===== config.mk =====
export PLATFORM = sky130hd
export DESIGN_NAME = mem_bus_arbiter
export DESIGN_NICKNAME = d
export VERILOG_FILES = /design/src/rtl/mem_bus_arbiter.sv
export SDC_FILE = /design/constraint.sdc
export NUM_CORES = 1
export LEC_CHECK = 0
export CORE_ASPECT_RATIO = 0.5
export CORE_MARGIN = 2
export CORE_UTILIZATION = 45
export DETAILED_ROUTE_END_ITERATION = 8
export GPL_TIMING_DRIVEN = 0
export PLACE_DENSITY = 0.87
export REMOVE_ABC_BUFFERS = 1
export SLEW_MARGIN = 20
export SYNTH_ARGS = -nofsm -noshare
export SYNTH_HDL_FRONTEND = slang
export SYNTH_SLANG_ARGS = --single-unit
export TNS_END_PERCENT = 20

===== constraint.sdc =====
create_clock -name clk -period 3.57 [get_ports clk]
set_input_delay 0.5355 -clock clk [delete_from_list [all_inputs] [get_ports clk]]
set_output_delay 0.5355 -clock clk [all_outputs]
set_load 0.05 [all_outputs]

===== src/rtl/mem_bus_arbiter.sv =====
// mem_bus_arbiter: round-robin arbiter sharing one single-port memory
// between the CPU path (port 0) and the DMA/loader path (port 1).
// Ports: clk, reset_cycle (async, active-high);
//   reqN/weN/lockN/addrN/wdataN in, ackN out (N = 0, 1);
//   rdata/err shared completion data; mem_en/mem_we/mem_addr/mem_wdata
//   to memory, mem_rdata/mem_ready from memory; busy, owner status.
module mem_bus_arbiter #(
  parameter int ADDR_W   = 16,
  parameter int DATA_W   = 16,
  parameter int TIMEOUT  = 15,
  parameter int LOCK_MAX = 4
) (
  input  logic              clk,
  input  logic              reset_cycle,
  input  logic              req0,
  input  logic              we0,
  input  logic              lock0,
  input  logic [ADDR_W-1:0] addr0,
  input  logic [DATA_W-1:0] wdata0,
  output logic              ack0,
  input  logic              req1,
  input  logic              we1,
  input  logic              lock1,
  input  logic [ADDR_W-1:0] addr1,
  input  logic [DATA_W-1:0] wdata1,
  output logic              ack1,
  output logic [DATA_W-1:0] rdata,
  output logic              err,
  output logic              mem_en,
  output logic              mem_we,
  output logic [ADDR_W-1:0] mem_addr,
  output logic [DATA_W-1:0] mem_wdata,
  input  logic [DATA_W-1:0] mem_rdata,
  input  logic              mem_ready,
  output logic              busy,
  output logic              owner
);

  typedef enum logic [1:0] {
    IDLE,
    ACCESS,
    RESP
  } state_t;

  localparam logic [7:0] TO_LAST = 8'(TIMEOUT - 1);
  localparam logic [3:0] LK_LAST = 4'(LOCK_MAX - 1);

  state_t state, state_d;

  logic              last_q, last_d;
  logic              lk_act, lk_act_d;
  logic [3:0]        lk_cnt, lk_cnt_d;
  logic [7:0]        to_cnt, to_cnt_d;
  logic              owner_d, busy_d;
  logic              mem_en_d, mem_we_d;
  logic [ADDR_W-1:0] mem_addr_d;
  logic [DATA_W-1:0] mem_wdata_d;
  logic [DATA_W-1:0] rdata_d;
  logic              err_d, ack0_d, ack1_d;
  logic              grant, sel, own_lock;

  always_comb begin
    state_d     = state;
    last_d      = last_q;
    lk_act_d    = lk_act;
    lk_cnt_d    = lk_cnt;
    to_cnt_d    = to_cnt;
    owner_d     = owner;
    mem_en_d    = mem_en;
    mem_we_d    = mem_we;
    mem_addr_d  = mem_addr;
    mem_wdata_d = mem_wdata;
    rdata_d     = rdata;
    err_d       = err;
    ack0_d      = 1'b0;
    ack1_d      = 1'b0;
    grant       = 1'b0;
    sel         = 1'b0;
    own_lock    = owner ? lock1 : lock0;

    unique case (state)
      IDLE: begin
        // A held lock excludes the other port entirely.
        if (lk_act) begin
          sel   = owner;
          grant = owner ? req1 : req0;
        end else if (req0 && req1) begin
          sel   = ~last_q;
          grant = 1'b1;
        end else begin
          sel   = req1 & ~req0;
          grant = req0 | req1;
        end
        if (grant) begin
          owner_d     = sel;
          mem_addr_d  = sel ? addr1 : addr0;
          mem_we_d    = sel ? we1 : we0;
          mem_wdata_d = sel ? wdata1 : wdata0;
          mem_en_d    = 1'b1;
          to_cnt_d    = '0;
          state_d     = ACCESS;
        end
      end
      ACCESS: begin
        if (mem_ready || to_cnt == TO_LAST) begin
          if (mem_ready) begin
            if (!mem_we) rdata_d = mem_rdata;
            err_d = 1'b0;
          end else begin
            rdata_d = '0;
            err_d   = 1'b1;
          end
          mem_en_d = 1'b0;
          mem_we_d = 1'b0;
          ack0_d   = ~owner;
          ack1_d   = owner;
          state_d  = RESP;
        end else begin
          to_cnt_d = to_cnt + 8'd1;
        end
      end
      RESP: begin
        last_d = owner;
        // err here marks a timed-out access, which never keeps the lock.
        if (!err && own_lock && lk_cnt < LK_LAST) begin
          lk_act_d = 1'b1;
          lk_cnt_d = lk_cnt + 4'd1;
        end else begin
          lk_act_d = 1'b0;
          lk_cnt_d = '0;
        end
        err_d   = 1'b0;
        state_d = IDLE;
      end
      default: state_d = IDLE;
    endcase

    busy_d = (state_d != IDLE);
  end

  always_ff @(posedge clk or posedge reset_cycle) begin
    if (reset_cycle) begin
      state     <= IDLE;
      last_q    <= 1'b1;
      lk_act    <= 1'b0;
      lk_cnt    <= '0;
      to_cnt    <= '0;
      owner     <= 1'b0;
      busy      <= 1'b0;
      mem_en    <= 1'b0;
      mem_we    <= 1'b0;
      mem_addr  <= '0;
      mem_wdata <= '0;
      rdata     <= '0;
      err       <= 1'b0;
      ack0      <= 1'b0;
      ack1      <= 1'b0;
    end else begin
      state     <= state_d;
      last_q    <= last_d;
      lk_act    <= lk_act_d;
      lk_cnt    <= lk_cnt_d;
      to_cnt    <= to_cnt_d;
      owner     <= owner_d;
      busy      <= busy_d;
      mem_en    <= mem_en_d;
      mem_we    <= mem_we_d;
      mem_addr  <= mem_addr_d;
      mem_wdata <= mem_wdata_d;
      rdata     <= rdata_d;
      err       <= err_d;
      ack0      <= ack0_d;
      ack1      <= ack1_d;
    end
  end

endmodule


==> results.md <==
- Outcome: completed
- Critical path cell sequence: clkdlybuf4s50_1 -> mux2i_1 -> a2111oi_4 -> buf_6 -> buf_6 -> buf_4 -> nor2_1 -> a21oi_1
- Post-CTS Setup Bufs: 0
- Delay-heaviest family, CP: buffers and inverters
- Syn Inst Count: 281
- Port Buffer Count: 143
- VDD IR-drop max: 0.600 mV
- CTS max path bufs: 2
- Num ports: 144
- Crit. path cell count: 8
- Cell taking the most area after synthesis: dfrtp_1
- CP Capture Type: flop
- ANT nets after route: 0
- Core Region: 6810 um^2
- Pwr Density: 998 nW/um^2
- H-Tree Depth: 3
- FFs w/ async S/R, synth: 1.00
- Full die area: 7870 um^2
- Initial antenna violation count: 0
- Vias: 2756
- Skew-Pair Late Insertion Delay: 0.33 ns
- Sequential-to-total area share from yosys stat: 0.554
- Post-Layout Cell Count: 524
- Largest net degree at the start of global routing: 51
- Inst Count DP: 509
- # clock sinks: 71
- Final core utilization: 0.746
- Worst hold path depth: 1
- Fin crit period: 2.58 ns
- Synthesized area: 3210 um^2
- Final Hold Fails: 0
- Final Slew Violations: 0
- Initial Utilization: 0.472
- NumNets Final: 520
- Root buffer cell: clkbuf_16
- Top-area cell type share of the netlist area: 0.546
- Die H: 63.7 um
- DR WL/cell: 17.2 um
- Synth area leaders: dfrtp_1 55%, mux2i_1 11%, nor2_1 5.0%
- RSZ-0062 raised after global routing: no
- Area grow syn2layout: 58.1%
- Worst setup SP type: input port
- Netlist cell types: 40
- Die Wd: 123 um
- Row count: 21
- Reg2Reg Depth: 7
- Rel. slew slack: 0.363
- ANT cells: 0
- Fmax: 0.388 GHz
- Synth Register Bits: 71
- CTS Buf Count: 9
- YS warnings: 0
- Primary FF master, synth: dfrtp_1
- Pre-Repair DR Iteration Count: 6
- Drt initial violations: 161
- First-pass GRT wire length: 14600 um
- Top cell by count, worst path: buf_6
- Max capacitance violation total: 0
- Tightest Pin Transition: 0.951 ns
- Worst clock skew: 0.00605 ns
- Worst EP arrival: 2.82 ns
- Hold Crit Class: reg -> reg
- Post-route clock period utilization: 0.722
- Crit path max fanout: 17
- Clock-pin slew on the worst setup and hold paths: 0.05 ns
- Fin Setup TNS: 0 ns
- Layout cells sized above 1: 0.0926
- CP peak stage delay: 0.79 ns
- CTS resizes: 0
- CTS tree: yes
- DR DRC count: 0
- Post-Syn Area per Cell: 11.4 um^2
- Data required, critical path: 3.81 ns
- Slowest cell on crit path: a2111oi_4
- Vias in the first global route: 3010
- Hold buffers post-CTS: 0
- Drt total wl: 9030 um
- Overall global routing resource usage: 0.247
- Critical path type: in -> reg
- DP HPWL: 6710 um
- Final setup vio count: 0
- LEAKAGE: 2.22 nW
- Worst path buffer plus inverter count: 4
- Routability cong.: 0.819
- EDFF count, synth: 0
- Routed vias/inst: 5.26
- GRT Residual Overflow: 0
==> cells in the final DEF (no fill, tap or decap), types with 4 or more instances in the layout <==
cell             netlist  routed
clkdlybuf4s50_1        0     143
a21oi_1               26      26
nand2b_1               5       5
nor2_1                43      43
a22o_1                16      16
inv_1                  6       5
clkbuf_16              0       9
mux2i_1               36      36
dfrtp_1               70      70
nand3_1                4       4
nand2_1                9       9
xnor2_1                5       5
a21oi_2               10      10
and2_1                 4       4
==> power breakdown <==
part	total [mW]	internal, mW	leakage, nW	switching, mW
Combinational	2.87	1.08	1.23	1.79
Clock	0.814	0.502	0.138	0.312
Sequential	1.38	1.14	0.850	0.239
Total	5.07	2.73	2.22	2.34
==> through the flow <==
step | power, mW | cell area (um^2) | hold slack, ns | worst slack, ns
finish | 5.07 | 5080 | 0.479 | 0.993
global route | 5.32 | 5080 | 0.492 | 0.872
CTS | 5.10 | 5080 | 0.484 | 1.02
detailed placement | 4.25 | 4800 | 0.471 | 0.723
global placement | 4.05 | 4660 | 0.463 | -1.16
floorplan | 3.20 | 3110 | 0.444 | -0.398
==> logic make-up after synthesis <==
logic type | synth area share
xor+xnor | 0.0136
compound gates | 0.140
mux | 0.124
fa+ha+maj | 0.0117
simple gates | 0.120
flops | 0.554
buf+inv | 0.0374
==> cells in the mapped netlist (4+ instances only) <==
library cell / n
buf_2: 6
nand2b_1: 5
nor2_1: 43
mux2i_1: 36
a21oi_1: 26
dfrtp_1: 70
and2_1: 4
a21oi_2: 10
nand3_1: 4
nand2_1: 9
a22o_1: 16
inv_1: 6
buf_4: 7
xnor2_1: 5
==> layer usage <==
| metal | share of wire | GRT usage | vias to the layer above |
|---|---|---|---|
| li1 | - | - | 1281 |
| met1 | 0.38 | 0.265 | 1367 |
| met2 | 0.55 | 0.446 | 79 |
| met3 | 0.041 | 0.0734 | 29 |
| met4 | 0.028 | 0.116 | 0 |
| met5 | 0 | 0 | - |
==> worst register-to-register path: cells and delay by family (launching register included) <==
kind                   cells  cell delay, ns
AO/OA/AOI/OAI              2            0.92
buffers and inverters      3            0.65
flip-flops                 1            0.54
multiplexers               1            0.22
AND/OR/NAND/NOR            1            0.06
==> state kept, by name, indices dropped and copies added, names as in the netlist, 2 cells and up <==
signal,cells
mem_addr,16
mem_wdata,16
rdata,16
to_cnt,8
lk_cnt,4
state,2
==> path summary, 6_finish.rpt <==
kind / start / end / slack (ns)
max: req1 / mem_addr[2] / 0.99
min in group asynchronous: reset_cycle / rdata[9] / 0.52
max in group asynchronous: reset_cycle / last_q / 2.48
min reg2reg: lk_cnt[3] / lk_cnt[3] / 0.48
max reg2reg: owner / mem_addr[2] / 1.10
min: lk_cnt[3] / lk_cnt[3] / 0.48
==> final cells by class <==
cell class | count | area (um^2)
well taps | 92 | 115
clock inverters | 3 | 18.8
multi-input cells | 189 | 1320
clock buffers | 12 | 256
inverters | 6 | 25.0
flip-flops and latches | 71 | 1780
fillers | 414 | 1730
repair buffers | 151 | 1560
Note: power is estimated with default switching activity, not from simulation.
